===== src/rtl/bram_reader_defs.vh =====
// State encodings shared by the BRAM stream reader sources.
`ifndef BRAM_READER_DEFS_VH
`define BRAM_READER_DEFS_VH

`define BRAM_READER_IDLE  2'd0
`define BRAM_READER_RUN   2'd1
`define BRAM_READER_DRAIN 2'd2

`endif


===== src/rtl/bram_stream_reader_pkg.sv =====
// Shared types for the BRAM stream reader; encodings come from the defs header.
package bram_stream_reader_pkg;
`include "bram_reader_defs.vh"

  typedef enum logic [1:0] {
    IDLE  = `BRAM_READER_IDLE,
    RUN   = `BRAM_READER_RUN,
    DRAIN = `BRAM_READER_DRAIN
  } state_t;

endpackage


===== src/rtl/skid_buffer2.sv =====
// Two-entry FIFO holding BRAM read data until the stream consumer takes it.
module skid_buffer2
  import bram_stream_reader_pkg::*;
#(
  parameter int XLEN = 32
) (
  input  logic            clk,
  input  logic            reset,
  input  logic            push,
  input  logic            pop,
  input  logic [XLEN-1:0] din,
  output logic [XLEN-1:0] dout,
  output logic            valid,
  output logic [1:0]      occupancy
);

  logic [XLEN-1:0] head;
  logic [XLEN-1:0] tail;

  always_ff @(posedge clk) begin
    if (reset) begin
      head      <= '0;
      tail      <= '0;
      occupancy <= 2'd0;
    end else begin
      case ({push, pop})
        2'b10: begin
          if (occupancy == 2'd0) head <= din;
          else                   tail <= din;
          occupancy <= occupancy + 2'd1;
        end
        2'b01: begin
          head      <= tail;
          occupancy <= occupancy - 2'd1;
        end
        2'b11: begin
          // Simultaneous push/pop keeps occupancy; the new word lands behind whatever remains.
          if (occupancy == 2'd1) begin
            head <= din;
          end else begin
            head <= tail;
            tail <= din;
          end
        end
        default: ;
      endcase
    end
  end

  assign dout  = head;
  assign valid = (occupancy != 2'd0);

endmodule


===== src/rtl/bram_stream_reader.sv =====
// Streams a burst of consecutive BRAM words out over a valid/ready port.
// Define BRAM_READER_WRAP_EN to let bursts wrap past the top of memory instead of rejecting them.
module bram_stream_reader
  import bram_stream_reader_pkg::*;
#(
  parameter int memSize_p = 6,
  parameter int XLEN      = 32
) (
  input  logic                 clk_i,
  input  logic                 reset_i,
  input  logic                 start_i,
  input  logic [memSize_p-1:0] base_i,
  input  logic [memSize_p:0]   len_i,
  output logic                 mem_read_o,
  output logic [memSize_p-1:0] mem_raddr_o,
  input  logic [XLEN-1:0]      mem_data_i,
  output logic [XLEN-1:0]      data_o,
  output logic                 valid_o,
  input  logic                 ready_i,
  output logic                 busy_o,
  output logic                 done_o,
  output logic                 err_o
);

  localparam int CW = memSize_p + 1;

  state_t               state;
  logic [memSize_p-1:0] addr;
  logic [CW-1:0]        reads_left;
  logic [CW-1:0]        words_left;
  logic                 inflight;
  logic                 busy;
  logic                 done;
  logic                 err;
  logic [1:0]           occupancy;
  logic                 pop;
  logic                 rd;
  logic                 range_err;

`ifdef BRAM_READER_WRAP_EN
  assign range_err = 1'b0;
`else
  localparam logic [CW-1:0] DEPTH = {1'b1, {memSize_p{1'b0}}};
  logic [CW-1:0] end_addr;
  assign end_addr  = {1'b0, base_i} + len_i;
  assign range_err = (end_addr > DEPTH);
`endif

  assign pop = valid_o && ready_i;
  // A read issued now lands in the buffer next cycle, so leave room for it and any read still in flight.
  assign rd  = (state == RUN) &&
               (({1'b0, occupancy} - {2'b00, pop} + {2'b00, inflight}) < 3'd2);

  always_ff @(posedge clk_i) begin
    if (reset_i) begin
      state      <= IDLE;
      addr       <= '0;
      reads_left <= '0;
      words_left <= '0;
      inflight   <= 1'b0;
      busy       <= 1'b0;
      done       <= 1'b0;
      err        <= 1'b0;
    end else begin
      done     <= 1'b0;
      err      <= 1'b0;
      inflight <= rd;
      case (state)
        IDLE: begin
          if (start_i) begin
            if (len_i == '0) begin
              done <= 1'b1;
            end else if (range_err) begin
              err <= 1'b1;
            end else begin
              state      <= RUN;
              addr       <= base_i;
              reads_left <= len_i;
              words_left <= len_i;
              busy       <= 1'b1;
            end
          end
        end
        RUN: begin
          if (rd) begin
            addr       <= addr + memSize_p'(1);
            reads_left <= reads_left - CW'(1);
            if (reads_left == CW'(1)) state <= DRAIN;
          end
        end
        DRAIN: ;
        default: state <= IDLE;
      endcase
      if (busy && pop) begin
        words_left <= words_left - CW'(1);
        if (words_left == CW'(1)) begin
          state <= IDLE;
          busy  <= 1'b0;
          done  <= 1'b1;
        end
      end
    end
  end

  skid_buffer2 #(.XLEN(XLEN)) u_buf (
    .clk       (clk_i),
    .reset     (reset_i),
    .push      (inflight),
    .pop       (pop),
    .din       (mem_data_i),
    .dout      (data_o),
    .valid     (valid_o),
    .occupancy (occupancy)
  );

  assign mem_read_o  = rd;
  assign mem_raddr_o = addr;
  assign busy_o      = busy;
  assign done_o      = done;
  assign err_o       = err;

endmodule

===== config.mk =====
export PLATFORM = sky130hd
export DESIGN_NAME = bram_stream_reader
export DESIGN_NICKNAME = d
export VERILOG_FILES = /design/src/rtl/bram_stream_reader_pkg.sv /design/src/rtl/skid_buffer2.sv /design/src/rtl/bram_stream_reader.sv
export VERILOG_INCLUDE_DIRS = /design/src /design/src/rtl
export SDC_FILE = /design/constraint.sdc
export NUM_CORES = 1
export LEC_CHECK = 0
export BUFFER_PORTS_ARGS = -buffer_cell sky130_fd_sc_hd__buf_2
export CAP_MARGIN = 5
export CORE_ASPECT_RATIO = 1.4
export CORE_UTILIZATION = 25
export CTS_CLUSTER_DIAMETER = 120
export DETAILED_ROUTE_END_ITERATION = 8
export GPL_ROUTABILITY_DRIVEN = 0
export PLACE_DENSITY = 0.46
export REMOVE_ABC_BUFFERS = 1
export SLEW_MARGIN = 10
export SYNTH_ARGS = -nofsm -noshare
export SYNTH_HDL_FRONTEND = slang
export SYNTH_SLANG_ARGS = --single-unit

===== constraint.sdc =====
create_clock -name clk_i -period 3.27 [get_ports clk_i]
set_input_delay 0.1635 -clock clk_i [delete_from_list [all_inputs] [get_ports clk_i]]
set_output_delay 0.1635 -clock clk_i [all_outputs]
set_load 0.01 [all_outputs]

==> run_results.csv <==
group,metric,value,unit
die,core.rowCount,57,
sta,fin_crit_sh,88.4,%
die,start_util,25.6,%
pwr,p_leak,2.16,nW
cells_and_area,mostFrequentLayoutCells,"dfxtp_1 (92), buf_2 (91), nand2_1 (87)",
logic_synthesis,syn_inst,551,
place,placed_cell_area,0.00521,mm^2
route,vias_per_cell,4.99,
sta,finalSetupViolCount,0,
place,placed_cells,858,
die,die-area,0.0184,mm^2
cts,cts_buffers,9,
outcome,status,"completed",
sta,fin_setup_tns,0,ns
cells_and_area,finalNonFillerCells,872,
critical_path,slowest_stage,"fa_1",
route,vias,4355,
route,drc,0,
min_path,hp-start,"mem_data_i[7]",
die,die_h,160,um
global_routing,antenna_found_initial,0,
logic_synthesis,synth.distinct_cells,54,
cts,clock_sinks,92,
die,core-area,0.0175,mm^2
route,postRouteAntennaNets,0,
place,portBuffers,91,
cells_and_area,drive_gt1_share,20.0,%
cts,clk_pin_slew_worst_paths,0.07,ns
flow_run,cap_violations,0,
global_routing,grt_overflow,0,
min_path,min_to,"u_buf.tail[7]",
cts,cts.htree.levels,3,
logic_synthesis,syn_area_per_cell,8.12,um^2
logic_synthesis,yosysSeqAreaShare,41.2,%
route,wl_per_cell,14.6,um
cts,cts_tree,"done",
min_path,whs_path_depth,3,
sta,clock_skew,0.00813,ns
route,drt_iter0_markers,285,
sta,worst_pin_slew,0.839,ns
cts,clk_latency,0.34,ns
cts,cts_resized,0,
die,die_w,115,um
sta,hold_violations,0,
global_routing,grt.total_usage,14.5,%
critical_path,cp_data_arrival_time,3.14,ns
critical_path,slowest_delay,0.44,ns
cts,post_cts_buffers,0,
logic_synthesis,yosys_warnings,0,
cts,clockRootBuffer,"clkbuf_16",
place,dp_hpwl,9010,um
sta,timing.fmax,346,MHz
critical_path,cp_num_buf_inv,2,
cells_and_area,fin_nets,701,
global_routing,grt_max_degree,68,
critical_path,critPathRequiredTime,3.52,ns
cts,cts_hold_buf,0,
logic_synthesis,mappedNetlistArea,0.00448,mm^2
critical_path,r2r_setup_slack,0.38,ns
logic_synthesis,ys.flop_type,"dfxtp_1",
logic_synthesis,async_flop_share,0,%
min_path,hp-class,"input pin to register",
route,routed_wl,12700,um
critical_path,r2r-start,"u_buf.occupancy[0]",
critical_path,cp-start-kind,"register",
global_routing,grt_pass1_vias,4030,
cts,clockBufferDepth,2,
critical_path,r2r.worst_path.cells,12,
pwr,worst_ir_drop_vdd,0.256,mV
pwr,cellPowerDensity,818,mW/mm^2
logic_synthesis,synth_edf_count,0,
cells_and_area,synthToLayoutAreaGrowth,22.8,%
critical_path,end_kind,"register",
die,io_pins,92,
route,dr.pass1.iters,4,
logic_synthesis,yosys_register_bits,92,
critical_path,r2r_end,"mem_raddr_o[0]",
critical_path,path_cells,"inv_1 -> ha_1 -> nor2b_1 -> ha_1 -> nor2_1 -> fa_1 -> nor3_1 -> a21oi_1 -> nor2_1 -> o211ai_1 -> buf_4 -> o32ai_1",
sta,maxSlewHeadroom,44.1,%
cells_and_area,diodes,0,
critical_path,path_class,"register to register",
global_routing,grt_pass1_wl,20800,um
critical_path,cp_top_family,"adder cells",
sta,rsz0062_at_grt,"no",
sta,final.min_clock_period,2.89,ns
sta,drv_slew,0,
cells_and_area,layout_commonest_cell,"dfxtp_1",
cells_and_area,fin_area,0.00550,mm^2
critical_path,crit_fanout,10,
[layer usage]
layer,track usage (%),vias to the layer above,routed length (um)
met4,4.43,0,120
li1,-,2144,-
met2,24.4,127,6130
met1,18.0,2072,5830
met5,0,-,0
met3,3.66,12,616
[stage by stage]
| step | total power [mW] | util [%] | hold slack [ns] | setup WS, ns |
|---|---|---|---|---|
| 6_report | 4.49 | 31.5 | 0.0688 | 0.379 |
| 3_3_place_gp | 3.48 | 29.8 | 0.421 | 0.500 |
| 4_1_cts | 4.57 | 31.5 | 0.0500 | 0.392 |
| 5_1_grt | 4.90 | 31.5 | 0.0549 | 0.120 |
| 3_5_place_dp | 3.52 | 29.8 | 0.427 | 0.408 |
| 2_1_floorplan | 2.84 | - | 0.231 | 0.0287 |
[cells by family after synthesis]
group / synth area share, %
multiplexers: 0.671
AO/OA/AOI/OAI: 25.7
XOR/XNOR: 1.57
buffers and inverters: 4.98
adder cells (fa/ha/maj): 5.65
AND/OR/NAND/NOR: 20.3
flip-flops: 41.2
[worst reg2reg max path, cell delays in order (launching register included)]
cell and delay [ns]:
dfxtp_1 0.37, inv_1 0.08, ha_1 0.23, nor2b_1 0.16
ha_1 0.25, nor2_1 0.13, fa_1 0.44, nor3_1 0.22
a21oi_1 0.06, nor2_1 0.23, o211ai_1 0.14, buf_4 0.20
o32ai_1 0.27
[state kept, by name (all words and copies together), names as in the netlist]
name / count
u_buf.dout: 32
err_o: 1
busy_o: 1
inflight: 1
u_buf.tail: 32
state: 2
done_o: 1
words_left: 7
reads_left: 7
mem_raddr_o: 6
u_buf.occupancy: 2
[report_power, final]
| part | internal, mW | switching [mW] | total, mW |
|---|---|---|---|
| Sequential | 1.42 | 0.180 | 1.60 |
| Combinational | 0.722 | 1.14 | 1.86 |
| Clock | 0.586 | 0.440 | 1.03 |
[synthesized netlist by cell type, types with 5 or more instances]
library cell | n | area (um^2)
nand2_1 | 87 | 327
a22oi_1 | 33 | 248
nand3_1 | 13 | 65.1
o21ai_0 | 6 | 30.0
dfxtp_1 | 92 | 1840
ha_1 | 17 | 213
a211oi_1 | 36 | 270
a21oi_1 | 53 | 265
o221ai_1 | 7 | 61.3
and3_1 | 6 | 37.5
clkbuf_1 | 28 | 105
nand3b_1 | 5 | 37.5
nor3_1 | 15 | 75.1
inv_1 | 27 | 101
o211ai_1 | 5 | 37.5
nor2_1 | 53 | 199
[worst max path at each step]
stage,slack (ns),to,from,cells after the start
6_report,0.38,mem_raddr_o[0],u_buf.occupancy[0],12
5_1_grt,0.12,mem_raddr_o[2],u_buf.occupancy[0],12
4_1_cts,0.39,mem_raddr_o[1],u_buf.occupancy[0],13
3_5_place_dp,0.41,reads_left[1],u_buf.occupancy[0],13
3_3_place_gp,0.50,mem_raddr_o[2],u_buf.occupancy[0],12
2_1_floorplan,0.03,u_buf.dout[0],u_buf.occupancy[1],5
[area by class of cell]
cell class | count | area, um^2
Clock buffer | 10 | 229
Clock inverter | 4 | 52.6
Fill cell | 1857 | 12000
Inverter | 27 | 101
Multi-Input combinational cell | 400 | 2430
Sequential cell | 92 | 1840
Tap cell | 236 | 295
Timing Repair Buffer | 103 | 546
Power figures use the tool's default switching activity.
